File: src/rtl/ald_cycle_sequencer_if.sv
// ald_cycle_sequencer_if: board-side bundle for the ALD cycle sequencer.
//   master : drives tick/start/stop/sensors/presets, observes actuators and status
//   slave  : the sequencer; consumes controls/presets, drives actuators and status
//   Signals: tick, start, stop, temp_ok, pressure_ok, pulse_pre, purge_pre,
//            gap_pre, cycles_pre -> valve, vac_valve, vac_pump, heater, busy,
//            done, fault, cycle_cnt, ch_idx, state
interface ald_cycle_sequencer_if #(
  parameter int unsigned N_CH = 2,
  parameter int unsigned TW   = 32,
  parameter int unsigned CW   = 16
);
  localparam int unsigned CHW = (N_CH > 1) ? $clog2(N_CH) : 1;

  logic                 tick;
  logic                 start;
  logic                 stop;
  logic                 temp_ok;
  logic                 pressure_ok;
  logic [N_CH*TW-1:0]   pulse_pre;
  logic [N_CH*TW-1:0]   purge_pre;
  logic [TW-1:0]        gap_pre;
  logic [CW-1:0]        cycles_pre;

  logic [N_CH-1:0]      valve;
  logic                 vac_valve;
  logic                 vac_pump;
  logic                 heater;
  logic                 busy;
  logic                 done;
  logic                 fault;
  logic [CW-1:0]        cycle_cnt;
  logic [CHW-1:0]       ch_idx;
  logic [2:0]           state;

  modport master (
    output tick, start, stop, temp_ok, pressure_ok,
    output pulse_pre, purge_pre, gap_pre, cycles_pre,
    input  valve, vac_valve, vac_pump, heater, busy, done, fault,
    input  cycle_cnt, ch_idx, state
  );

  modport slave (
    input  tick, start, stop, temp_ok, pressure_ok,
    input  pulse_pre, purge_pre, gap_pre, cycles_pre,
    output valve, vac_valve, vac_pump, heater, busy, done, fault,
    output cycle_cnt, ch_idx, state
  );
endinterface

File: src/rtl/ald_cycle_sequencer.sv
// ald_cycle_sequencer: ALD cycle sequencer. Pump-down, thermal stabilisation,
// then per cycle each of N_CH precursor channels runs pulse -> gap -> purge,
// repeated for the snapshotted cycle count. All durations are in ticks.
// Ports:
//   clk  : system clock
//   rst  : asynchronous active-low reset
//   bus  : ald_cycle_sequencer_if.slave (controls, sensors, presets in;
//          actuators, status, cycle_cnt, ch_idx, state out; all registered)
// Optional feature (macro ALD_PRESSURE_INTERLOCK_EN): in PULSE, pressure_ok=0
// closes the valve and freezes the timer until pressure returns. Without the
// macro pressure_ok is ignored.
module ald_cycle_sequencer #(
  parameter int unsigned N_CH   = 2,
  parameter int unsigned TW     = 32,
  parameter int unsigned CW     = 16,
  parameter int unsigned PUMP_T = 200,
  parameter int unsigned STAB_T = 10000
) (
  input  logic               clk,
  input  logic               rst,
  ald_cycle_sequencer_if.slave bus
);
  localparam int unsigned CHW = (N_CH > 1) ? $clog2(N_CH) : 1;

  typedef enum logic [2:0] {
    S_IDLE  = 3'd0,
    S_PUMP  = 3'd1,
    S_STAB  = 3'd2,
    S_PULSE = 3'd3,
    S_GAP   = 3'd4,
    S_PURGE = 3'd5,
    S_DONE  = 3'd6,
    S_FAULT = 3'd7
  } state_e;

  state_e          state_q, state_d;
  logic [TW-1:0]   acc_q, acc_d;
  logic [CHW-1:0]  ch_q, ch_d;
  logic [CW-1:0]   cnt_q, cnt_d;
  logic            done_q, done_d;
  logic            fault_q, fault_d;
  logic            start_prev_q;

  logic [TW-1:0]   pulse_q [N_CH];
  logic [TW-1:0]   purge_q [N_CH];
  logic [TW-1:0]   gap_q;
  logic [CW-1:0]   cycles_q;

  logic [N_CH-1:0] valve_q, valve_d;
  logic            vac_valve_q, vac_valve_d;
  logic            vac_pump_q, vac_pump_d;
  logic            heater_q, heater_d;
  logic            busy_q, busy_d;

  logic            snap_en;
  logic            start_edge_c;
  logic            press_ok_c;
  logic [CW-1:0]   cnt_inc_c;

  assign start_edge_c = bus.start & ~start_prev_q;

`ifdef ALD_PRESSURE_INTERLOCK_EN
  assign press_ok_c = bus.pressure_ok;
`else
  assign press_ok_c = 1'b1;
`endif

  // Completed-cycle count never runs past the requested cycle count
  assign cnt_inc_c = (cnt_q < cycles_q) ? cnt_q + CW'(1) : cnt_q;

  // State, timer, counters and snapshot registers
  always_ff @(posedge clk or negedge rst) begin
    if (!rst) begin
      state_q      <= S_IDLE;
      acc_q        <= '0;
      ch_q         <= '0;
      cnt_q        <= '0;
      done_q       <= 1'b0;
      fault_q      <= 1'b0;
      start_prev_q <= 1'b0;
      gap_q        <= '0;
      cycles_q     <= '0;
      for (int k = 0; k < N_CH; k++) begin
        pulse_q[k] <= '0;
        purge_q[k] <= '0;
      end
      valve_q      <= '0;
      vac_valve_q  <= 1'b0;
      vac_pump_q   <= 1'b0;
      heater_q     <= 1'b0;
      busy_q       <= 1'b0;
    end else begin
      state_q      <= state_d;
      acc_q        <= acc_d;
      ch_q         <= ch_d;
      cnt_q        <= cnt_d;
      done_q       <= done_d;
      fault_q      <= fault_d;
      start_prev_q <= bus.start;
      if (snap_en) begin
        gap_q    <= bus.gap_pre;
        cycles_q <= bus.cycles_pre;
        for (int k = 0; k < N_CH; k++) begin
          pulse_q[k] <= bus.pulse_pre[k*TW +: TW];
          purge_q[k] <= bus.purge_pre[k*TW +: TW];
        end
      end
      valve_q      <= valve_d;
      vac_valve_q  <= vac_valve_d;
      vac_pump_q   <= vac_pump_d;
      heater_q     <= heater_d;
      busy_q       <= busy_d;
    end
  end

  // Next-state, timer and counter logic; outputs decoded from next state
  always_comb begin
    state_d     = state_q;
    acc_d       = acc_q;
    ch_d        = ch_q;
    cnt_d       = cnt_q;
    done_d      = done_q;
    fault_d     = fault_q;
    snap_en     = 1'b0;
    valve_d     = '0;
    vac_valve_d = 1'b0;
    vac_pump_d  = 1'b0;
    heater_d    = 1'b0;
    busy_d      = 1'b0;

    if (bus.stop) begin
      state_d = S_IDLE;
    end else begin
      case (state_q)
        S_IDLE, S_DONE: begin
          if (start_edge_c) begin
            snap_en = 1'b1;
            ch_d    = '0;
            cnt_d   = '0;
            done_d  = 1'b0;
            fault_d = 1'b0;
            state_d = (bus.cycles_pre == '0) ? S_DONE : S_PUMP;
          end
        end
        S_PUMP: begin
          if (acc_q >= TW'(PUMP_T))  state_d = S_STAB;
          else if (bus.tick)         acc_d   = acc_q + TW'(1);
        end
        S_STAB: begin
          // Stabilisation needs STAB_T consecutive in-range ticks
          if (acc_q >= TW'(STAB_T))  state_d = S_PULSE;
          else if (!bus.temp_ok)     acc_d   = '0;
          else if (bus.tick)         acc_d   = acc_q + TW'(1);
        end
        S_PULSE: begin
          if (!bus.temp_ok)                      state_d = S_FAULT;
          else if (acc_q >= pulse_q[ch_q])       state_d = S_GAP;
          else if (bus.tick && press_ok_c)       acc_d   = acc_q + TW'(1);
        end
        S_GAP: begin
          if (!bus.temp_ok)                      state_d = S_FAULT;
          else if (acc_q >= gap_q)               state_d = S_PURGE;
          else if (bus.tick)                     acc_d   = acc_q + TW'(1);
        end
        S_PURGE: begin
          if (!bus.temp_ok) begin
            state_d = S_FAULT;
          end else if (acc_q >= purge_q[ch_q]) begin
            if (ch_q < CHW'(N_CH - 1)) begin
              ch_d    = ch_q + CHW'(1);
              state_d = S_PULSE;
            end else begin
              ch_d    = '0;
              cnt_d   = cnt_inc_c;
              state_d = (cnt_inc_c == cycles_q) ? S_DONE : S_PULSE;
            end
          end else if (bus.tick) begin
            acc_d = acc_q + TW'(1);
          end
        end
        S_FAULT: ;
        default: state_d = S_IDLE;
      endcase
    end

    // Timer restarts on every state entry
    if (state_d != state_q) acc_d = '0;
    if (state_d == S_DONE)  done_d  = 1'b1;
    if (state_d == S_FAULT) fault_d = 1'b1;

    case (state_d)
      S_PUMP: begin
        vac_pump_d  = 1'b1;
        vac_valve_d = 1'b1;
        heater_d    = 1'b1;
      end
      S_STAB, S_GAP: begin
        vac_pump_d = 1'b1;
        heater_d   = 1'b1;
      end
      S_PULSE: begin
        valve_d    = press_ok_c ? (N_CH'(1) << ch_d) : '0;
        vac_pump_d = 1'b1;
        heater_d   = 1'b1;
      end
      S_PURGE: begin
        vac_valve_d = 1'b1;
        vac_pump_d  = 1'b1;
        heater_d    = 1'b1;
      end
      S_DONE, S_FAULT: vac_pump_d = 1'b1;
      default: ;
    endcase
    busy_d = (state_d != S_IDLE) && (state_d != S_DONE);
  end

  assign bus.valve     = valve_q;
  assign bus.vac_valve = vac_valve_q;
  assign bus.vac_pump  = vac_pump_q;
  assign bus.heater    = heater_q;
  assign bus.busy      = busy_q;
  assign bus.done      = done_q;
  assign bus.fault     = fault_q;
  assign bus.cycle_cnt = cnt_q;
  assign bus.ch_idx    = ch_q;
  assign bus.state     = state_q;
endmodule

File: src/flat_wrapper.sv
// flat-port wrapper written by rule: the top's interface ports become plain ports
module ald_cycle_sequencer_flat 
#(
  parameter int unsigned N_CH   = 2,
  parameter int unsigned TW     = 32,
  parameter int unsigned CW     = 16,
  parameter int unsigned PUMP_T = 200,
  parameter int unsigned STAB_T = 10000
)
  (clk, rst, bus_tick, bus_start, bus_stop, bus_temp_ok, bus_pressure_ok, bus_pulse_pre, bus_purge_pre, bus_gap_pre, bus_cycles_pre, bus_valve, bus_vac_valve, bus_vac_pump, bus_heater, bus_busy, bus_done, bus_fault, bus_cycle_cnt, bus_ch_idx, bus_state);
  ald_cycle_sequencer_if #(.N_CH(N_CH), .TW(TW), .CW(CW)) bus_i ();
  input  logic clk;
  input  logic rst;
  input wire logic [$bits(bus_i.tick)-1:0] bus_tick;
  input wire logic [$bits(bus_i.start)-1:0] bus_start;
  input wire logic [$bits(bus_i.stop)-1:0] bus_stop;
  input wire logic [$bits(bus_i.temp_ok)-1:0] bus_temp_ok;
  input wire logic [$bits(bus_i.pressure_ok)-1:0] bus_pressure_ok;
  input wire logic [$bits(bus_i.pulse_pre)-1:0] bus_pulse_pre;
  input wire logic [$bits(bus_i.purge_pre)-1:0] bus_purge_pre;
  input wire logic [$bits(bus_i.gap_pre)-1:0] bus_gap_pre;
  input wire logic [$bits(bus_i.cycles_pre)-1:0] bus_cycles_pre;
  output wire logic [$bits(bus_i.valve)-1:0] bus_valve;
  output wire logic [$bits(bus_i.vac_valve)-1:0] bus_vac_valve;
  output wire logic [$bits(bus_i.vac_pump)-1:0] bus_vac_pump;
  output wire logic [$bits(bus_i.heater)-1:0] bus_heater;
  output wire logic [$bits(bus_i.busy)-1:0] bus_busy;
  output wire logic [$bits(bus_i.done)-1:0] bus_done;
  output wire logic [$bits(bus_i.fault)-1:0] bus_fault;
  output wire logic [$bits(bus_i.cycle_cnt)-1:0] bus_cycle_cnt;
  output wire logic [$bits(bus_i.ch_idx)-1:0] bus_ch_idx;
  output wire logic [$bits(bus_i.state)-1:0] bus_state;
  assign bus_i.tick = bus_tick;
  assign bus_i.start = bus_start;
  assign bus_i.stop = bus_stop;
  assign bus_i.temp_ok = bus_temp_ok;
  assign bus_i.pressure_ok = bus_pressure_ok;
  assign bus_i.pulse_pre = bus_pulse_pre;
  assign bus_i.purge_pre = bus_purge_pre;
  assign bus_i.gap_pre = bus_gap_pre;
  assign bus_i.cycles_pre = bus_cycles_pre;
  assign bus_valve = bus_i.valve;
  assign bus_vac_valve = bus_i.vac_valve;
  assign bus_vac_pump = bus_i.vac_pump;
  assign bus_heater = bus_i.heater;
  assign bus_busy = bus_i.busy;
  assign bus_done = bus_i.done;
  assign bus_fault = bus_i.fault;
  assign bus_cycle_cnt = bus_i.cycle_cnt;
  assign bus_ch_idx = bus_i.ch_idx;
  assign bus_state = bus_i.state;
  ald_cycle_sequencer #(.N_CH(N_CH), .TW(TW), .CW(CW), .PUMP_T(PUMP_T), .STAB_T(STAB_T)) u_core (.clk(clk), .rst(rst), .bus(bus_i));
endmodule
File: config.mk
export PLATFORM = sky130hd
export DESIGN_NAME = ald_cycle_sequencer_flat
export DESIGN_NICKNAME = d
export VERILOG_FILES = /design/src/rtl/ald_cycle_sequencer_if.sv /design/src/rtl/ald_cycle_sequencer.sv /design/src/flat_wrapper.sv
export SDC_FILE = /design/constraint.sdc
export NUM_CORES = 1
export LEC_CHECK = 0
export CORE_ASPECT_RATIO = 0.6
export CORE_UTILIZATION = 45
export CTS_CLUSTER_DIAMETER = 100
export DETAILED_ROUTE_END_ITERATION = 10
export GPL_ROUTABILITY_DRIVEN = 0
export PLACE_DENSITY = 0.68
export SETUP_SLACK_MARGIN = 0.15
export SKIP_CTS_REPAIR_TIMING = 1
export SLEW_MARGIN = 20
export SYNTH_ARGS = -nofsm -noshare
export SYNTH_HDL_FRONTEND = slang
export SYNTH_SLANG_ARGS = --single-unit
File: constraint.sdc
create_clock -name clk -period 5.8 [get_ports clk]
set_input_delay 1.16 -clock clk [delete_from_list [all_inputs] [get_ports clk]]
set_output_delay 1.16 -clock clk [all_outputs]
set_load 0.02 [all_outputs]
== Word level (Yosys, flattened, before mapping) ==
Index checks and enable logic that the tools add are counted.
Storage, ports and cells
  bits in registers: 237
  latch bits: 0
  RAM bits: 0
  memory bits (read-only): 0
  input port bits: 183
  output and inout bits: 28
  word-level logic and storage cells: 140
  memories kept: 0
Operators by class
  $add $sub $neg: 3
  multiply operators: 0
  div/mod/pow operators: 0
  order comparisons: 8
  equal/unequal tests: 31
  shifts and indexed selects: 1
  mux-type cells: 57
  bitwise gates (word level): 4
  reduce and logical (&&, ||, !) cells: 18
Operators by type and width (count)
  $mux W32: 18
  $pmux W32 S5: 1
  $ge A32 B32 Y1: 3
  $mux W16: 5
  $mux W3: 13
  $add A32 B1 Y32 const B: 1
  $ge A32 B14 Y1 const B: 1
  $ge A32 B8 Y1 const B: 1
  $pmux W16 S2: 1
  $eq A3 B3 Y1 const B: 7
  $ne A3 B3 Y1 const B: 6
  $pmux W3 S6: 1
  $add A16 B1 Y16 const B: 1
  $eq A16 B16 Y1: 1
  $logic_not A16 Y1: 1
  $lt A16 B16 Y1: 1
  $mux W1: 16
  $eq A3 B2 Y1 const B: 4
  $ne A2 B1 Y1 const B: 5
  $reduce_and A10 Y1: 1
  $reduce_bool A2 Y1: 5
  $ne A3 B2 Y1 const B: 3
  $reduce_or A7 Y1: 1
  $eq A3 B1 Y1 const B: 2
  other kinds (19): 23

== Longest topological paths before layout ==
Gate-level depths: netlist of run 1.
  depth after elaboration: 12
  depth in mapped cells: 14
  gate-level depth less buffers: 12

== Least setup slack after synthesis of run 1 ==
Ideal clock, no wire load.
  kind: register to register
  start: reg u_core.ch_q, in the netlist u_core.bus.ch_idx
  end: reg u_core.acc_q[12]
  arrival time: 4029 ps
  setup slack: 1684 ps
  cell stages (with the launch flop): 15
  period minus slack after synthesis: 4116 ps
  cell sequence: dfrtp_1 > buf_1 > buf_1 > mux2i_1 > ha_1 > a21oi_1 > o21a_1 > o221ai_1 > or4b_1 > o21a_1 > or3_1 > a21o_1 > a211o_1 > buf_2 > a211oi_2
On the way
  longest elaborated chain between the ends: 12
  elaborated cells on any way between the ends: 30
  those cells by class: order compare: 3; eq/ne: 10; mux: 14; bitwise: 1; reduce/logical: 2
RTL lines
  start: declaration: line ald_cycle_sequencer.sv:38  | logic [CHW-1:0] ch_q, ch_d;
  start signal: assignment: line ald_cycle_sequencer.sv:95  | ch_q <= ch_d;
  $not A1 Y2 (implied by the code): line ald_cycle_sequencer.sv:157, ald_cycle_sequencer.sv:168
  $mux W32 (on tied branches) (3 in series): line ald_cycle_sequencer.sv:168, ald_cycle_sequencer.sv:157
  $ge A32 B32 Y1 (on tied branches): line ald_cycle_sequencer.sv:168, ald_cycle_sequencer.sv:157
  $mux W3 (on tied branches): line ald_cycle_sequencer.sv:168, ald_cycle_sequencer.sv:157
  $mux W3 (on tied branches): line ald_cycle_sequencer.sv:166, ald_cycle_sequencer.sv:156
  $pmux W3 S6: line ald_cycle_sequencer.sv:134  | case (state_q)
  $mux W3: line ald_cycle_sequencer.sv:131  | if (bus.stop) begin
  $ne A3 B3 Y1: line ald_cycle_sequencer.sv:187  | if (state_d != state_q) acc_d = '0;
  $ne A3 B3 Y1 (no line), or another cell as far along
  $reduce_and A10 Y1 (no line)
  end signal: assignment: line ald_cycle_sequencer.sv:75  | acc_q <= '0;
  end signal: assignment: line ald_cycle_sequencer.sv:94  | acc_q <= acc_d;
  end: declaration: line ald_cycle_sequencer.sv:37  | logic [TW-1:0] acc_q, acc_d;
Parallel ways exist; a longest one is shown, timed or not. The select of a mux whose other input is x is not followed.
A chain may end at the register's enable or synchronous reset.

== Worst setup path in the final report of run 1 ==
  start: reg u_core.ch_q, in the netlist u_core.bus.ch_idx
  end: reg u_core.acc_q[20]
Same word-level chain as after synthesis.

==> metrics, run 1 <==
status complete, no violations; via count ~13,000; First DRT Iteration DRCs 1,126; IO Pins around 210; Post-synth EDFFs 0; Worst setup EP type register; actual slew at the worst max-slew pin 0.984 ns; CP arrival roughly 5.4 ns; Worst-path clk slew 0.07 ns; most used cell, CP a21oi_1; Final Hold Fails 0; synthesized area per cell 8.60 um^2; CTS HTree Levels 1; sequential area share after synthesis 42.0%; crit share post-route 85.2%; PortBufs 209; largest net degree at the start of global routing 134; wire length per cell approximately 18 um; f_max 202 MHz; n_diodes 0; CP max-delay cell dfrtp_4; RSZ-0062 raised after global routing no; Syn Inst Count 1,642; Skew-Pair Late Insertion Delay about 0.56 ns; overall power 0.00469 W; syn_nets 1,939; reg-to-reg startpoint u_core.bus.ch_idx; crit-path max cell delay approximately 0.93 ns; critical path's top delay family compound AO/OA/AOI/OAI gates; CTS tree done; crit-path max FO 42; Fillers 2,739; total grt overflow 0; Max Cap Viol 0; worst vdd ir roughly 0.00021 V; CP Cell Sequence mux2i_1, ha_1, o211ai_1, a21oi_1, o41ai_1, a21oi_2, nor4_1, o21ai_1, or3_1, or4_1, a21oi_1; layout cell share with drive strength beyond 1 4.57%; PD cells 268 nW/um^2; Worst slew margin ~33%; Mapped Area 14,100 um^2; min cycle time layout 4.94 ns; CTS Root Cell clkbuf_16; Hold/Removal Path Class reg -> reg; Die Ht 139 um; chip width 231 um; fin. max-slew vios 0; row cnt 49; GRT Total Usage 25.5%; initial antenna violation count 0; Residual DRC 0; Final Routed Wirelength 41,300 um; CTS Buf Count 25; CP startpoint u_core.bus.ch_idx; total die area 32,100 um^2; clk buf depth 3; worst path bufs/invs 0; Synth async-reset ratio 100%; WP data required between 6 and 7 ns; HP Start u_core.purge_q[62]; Levels on crit path 11; clock skew 0.0308 ns; core area between 30,000 and 40,000 um^2; most frequent cells in the layout nand2_1, dfrtp_1, clkdlybuf4s50_1; Final Setup Violations 0; R2R cell count 11; Crit Path Class reg -> reg; Detail Route Antenna Nets 0; hpwl dp 30,500 um; Hold Path Depth 2; Yosys warning total 0; drt via density 5.62; Yosys cell types 80; leakage slightly above 8 nW; vias in the first global route 12,100; drt first pass iters 6; Most used DFF post-synth dfrtp_1; nets@finish 2,118; flops & latches, synth 237; # clock sinks 237; Startpoint Class register; post-route setup TNS 0 ns; Starting Density 46.4%; leading cell type in the layout, fill and taps excluded nand2_1; global-route wire length before repair approximately 65,000 um; Area Overhead vs Synth 23.7%
==> state kept, by name, indices dropped and copies added, names as in the netlist <==
signal	flops
u_core.acc_q	32
u_core.bus.busy	1
u_core.bus.ch_idx	1
u_core.bus.cycle_cnt	16
u_core.bus.done	1
u_core.bus.fault	1
u_core.bus.heater	1
u_core.bus.state	3
u_core.bus.vac_pump	1
u_core.bus.vac_valve	1
u_core.bus.valve	2
u_core.cycles_q	16
u_core.gap_q	32
u_core.pulse_q	64
u_core.purge_q	64
u_core.start_prev_q	1
==> cell families after synthesis <==
group | Yosys count | share of synthesized area (%)
and+or+nand+nor | 770 | 24.3
muxes | 74 | 5.28
AOI/OAI and AO/OA | 286 | 12.9
buffers and inverters | 133 | 3.65
DFF | 237 | 42.0
xor gates and xnor gates | 28 | 1.79
adders and majority gates | 114 | 10.1
==> worst register-to-register path: stages (launching register included) <==
cell      delay, ns
dfrtp_4        0.93
mux2i_1        0.51
ha_1           0.31
o211ai_1       0.17
a21oi_1        0.07
o41ai_1        0.60
a21oi_2        0.18
nor4_1         0.44
o21ai_1        0.40
or3_1          0.63
or4_1          0.48
a21oi_1        0.16
==> routing by layer <==
metal	part of all wire [%]	wire length (um)	track usage (%)
met5	0	0	0
met4	1.7	686	4.88
met3	8.9	3680	7.03
met2	41	17100	36.4
met1	48	19900	38.3
==> power by group <==
part	internal [W]	switching, W	leakage (nW)
combinational	0.000419	0.000551	4.58
sequential	0.00191	0.000138	3.05
clock	0.000944	0.000723	0.416
total	0.00328	0.00141	8.05
==> through the flow <==
step / area (um^2) / hold slack (ns) / cells / utilization (%) / worst slack [ns]
after floorplan: 14100 / 0.440 / 1642 / - / 1.68
after global placement: 16600 / 0.455 / 2202 / 54.6 / 0.966
after detailed placement: 16600 / 0.462 / 2202 / 54.6 / 0.894
after CTS: 17500 / 0.478 / 2247 / 57.4 / 0.850
after global routing: 17500 / 0.489 / 2247 / 57.5 / 0.554
final: 17500 / 0.472 / 2247 / 57.5 / 0.860
==> path summary, 6_finish.rpt <==
kind	end	slack [ns]
setup / recovery	u_core.acc_q[20]	0.86
hold / removal	u_core.purge_q[62]	0.47
setup reg to reg	u_core.acc_q[20]	0.86
hold reg to reg	u_core.purge_q[62]	0.47
max in group asynchronous	u_core.purge_q[21]	3.94
min in group asynchronous	u_core.cycles_q[12]	0.66
==> final cells by class <==
class	instances	area, um^2	area share (%)
flip-flops and latches	237	5930	34.0
inverters	62	233	1.33
repair buffers	223	2250	12.9
clock buffers	30	684	3.92
multi-input cells	1272	7690	44.0
well taps	408	510	2.92
clock inverters	15	166	0.952
==> cell usage after synthesis (4+ instances only) <==
cell type	instances	area share, %
buf_1	7	0.19
clkbuf_1	56	1.5
nand2_1	508	13
nor4_1	22	0.97
nor3_1	22	0.78
nand3b_1	4	0.21
and3_1	16	0.71
o31ai_1	16	0.85
nor2_1	52	1.4
nand2b_1	11	0.49
a211oi_1	9	0.48
o211ai_1	4	0.21
or3_1	10	0.44
nand3_1	39	1.4
buf_2	7	0.25
xor2_1	9	0.56
a21o_1	11	0.58
xnor2_1	18	1.1
nand4_1	31	1.4
o21ai_0	89	3.2
a31oi_1	10	0.44
nor2b_1	8	0.35
mux2i_1	70	5.0
and2_1	10	0.44
o21a_1	10	0.53
a21oi_1	82	2.9
ha_1	114	10
or4_1	12	0.64
a211o_1	6	0.37
inv_1	61	1.6
dfrtp_1	237	42
and4_1	8	0.50
Power figures use the tool's default switching activity.
==> inputs of run 2 (changes only) <==
--- a/config.mk
+++ b/config.mk
@@ -5,6 +5,7 @@
 export SDC_FILE = /design/constraint.sdc
 export NUM_CORES = 1
 export LEC_CHECK = 0
+export CAP_MARGIN = 20
 export CORE_ASPECT_RATIO = 0.6
 export CORE_UTILIZATION = 45
 export CTS_CLUSTER_DIAMETER = 100
@@ -13,7 +14,8 @@
 export PLACE_DENSITY = 0.68
 export SETUP_SLACK_MARGIN = 0.15
 export SKIP_CTS_REPAIR_TIMING = 1
-export SLEW_MARGIN = 20
+export SLEW_MARGIN = 10
 export SYNTH_ARGS = -nofsm -noshare
 export SYNTH_HDL_FRONTEND = slang
 export SYNTH_SLANG_ARGS = --single-unit
+export TNS_END_PERCENT = 20
==> metrics, run 2 (same netlist as run 1, synthesis figures left out) <==
leading cell type in the layout, fill and taps excluded nand2_1; chip width between 200 and 250 um; RSZ-0062 raised after global routing no; post-layout util 57.5%; Hold/Removal Path Class reg -> reg; Worst slew margin between 30% and 40%; post-route cell area 17,500 um^2; Placed Cells 2,202; Placed Area 16,600 um^2; drt via density 5.63; hpwl dp 30,500 um; Worst-path clk slew 0.07 ns; CTS Root Cell clkbuf_16; Residual DRC 0; clk buf depth 3; GRT Total Usage between 20% and 30%; R2R cell count 12; Worst setup EP type register; Final Routed Wirelength 41,400 um; status complete, no violations; clock skew 0.0262 ns; CTS Buf Count 25; Crit Path Class reg -> reg; total grt overflow 0; IO Pins 211; PortBufs 209; CP arrival 5.45 ns; Skew-Pair Late Insertion Delay 0.56 ns; largest net degree at the start of global routing 134; wire length per cell 18.4 um; Hold Path Depth 2; post-route setup TNS 0 ns; vias in the first global route 12,100; global-route wire length before repair roughly 65,000 um; Startpoint Class register; f_max approximately 200 MHz; min cycle time layout slightly below 5 ns; layout cell share with drive strength beyond 1 4.56%; Area Overhead vs Synth 23.8%; total die area approximately 32,000 um^2; core area 30,400 um^2; row cnt 49; Detail Route Antenna Nets 0; Starting Density between 40% and 50%; PD cells between 200 and 300 nW/um^2; nets@finish 2,120; crit-path max FO 42; First DRT Iteration DRCs between 1,000 and 1,500; actual slew at the worst max-slew pin around 0.99 ns; Final Hold Fails 0; Die Ht 139 um; crit share post-route 85.5%; WP data required 6.29 ns; most frequent cells in the layout nand2_1, dfrtp_1, clkdlybuf4s50_1; biggest regs u_core.pulse_q (64), u_core.purge_q (64); fin. max-slew vios 0; drt first pass iters 5; Final Setup Violations 0; # clock sinks around 240; initial antenna violation count 0; via count 12,700; CTS tree done; leakage 8.06 nW; overall power 0.00469 W; Max Cap Viol 0; CTS HTree Levels 1; non-filler cells, final roughly 2,300; worst vdd ir 0.000213 V
==> run 2: changes by cell type in the layout (fill, tap and decap cells not counted) <==
cell,previous run,this run
a211o_1,5,6
a211o_2,1,0
buf_2,0,1
buf_8,1,2
diode_2,0,1
nor3_1,21,22
nor3_2,3,2
==> run 2: worst paths after layout <==
check	startpoint	endpoint	slack, ns
max	u_core.bus.ch_idx	u_core.acc_q[20]	0.84
min	u_core.purge_q[62]	u_core.purge_q[62]	0.47
max reg2reg	u_core.bus.ch_idx	u_core.acc_q[20]	0.84
min reg2reg	u_core.purge_q[62]	u_core.purge_q[62]	0.47
max in group asynchronous	rst	u_core.purge_q[53]	3.94
min in group asynchronous	rst	u_core.cycles_q[12]	0.66
==> run 2: cell type report <==
class,count,area (um^2)
repair buffers,225,2270
fillers,2739,12900
diodes,1,2.50
multi-input cells,1272,7690
clock buffers,30,684
clock inverters,15,166
well taps,408,510
inverters,62,233
flip-flops and latches,237,5930
==> run 2: worst max-delay path, stage by stage, from the launching register on <==
cell      delay (ns)
dfrtp_4         0.94
buf_4           0.36
mux2i_1         0.31
ha_1            0.31
a21oi_1         0.16
nand2_1         0.08
a211oi_1        0.45
a21oi_2         0.16
nor4_1          0.45
o21ai_1         0.41
or3_1           0.63
or4_1           0.48
a21oi_1         0.16
==> run 2: metal layers <==
layer	GRT usage (%)	routed length, um
met5	0	0
met3	7.03	3680
met1	38.3	19800
met2	36.4	17200
met4	4.88	649
==> run 2: per-stage QoR <==
stage | hold WS (ns) | setup slack, ns
after floorplan | 0.440 | 1.68
after global placement | 0.455 | 0.966
after detailed placement | 0.462 | 0.894
after CTS | 0.478 | 0.850
after global routing | 0.489 | 0.561
final | 0.472 | 0.838
==> run 2: report_power, final <==
| part | switching, W | internal, W |
|---|---|---|
| clock | 0.000724 | 0.000944 |
| combinational | 0.000551 | 0.000421 |
| sequential | 0.000139 | 0.00191 |
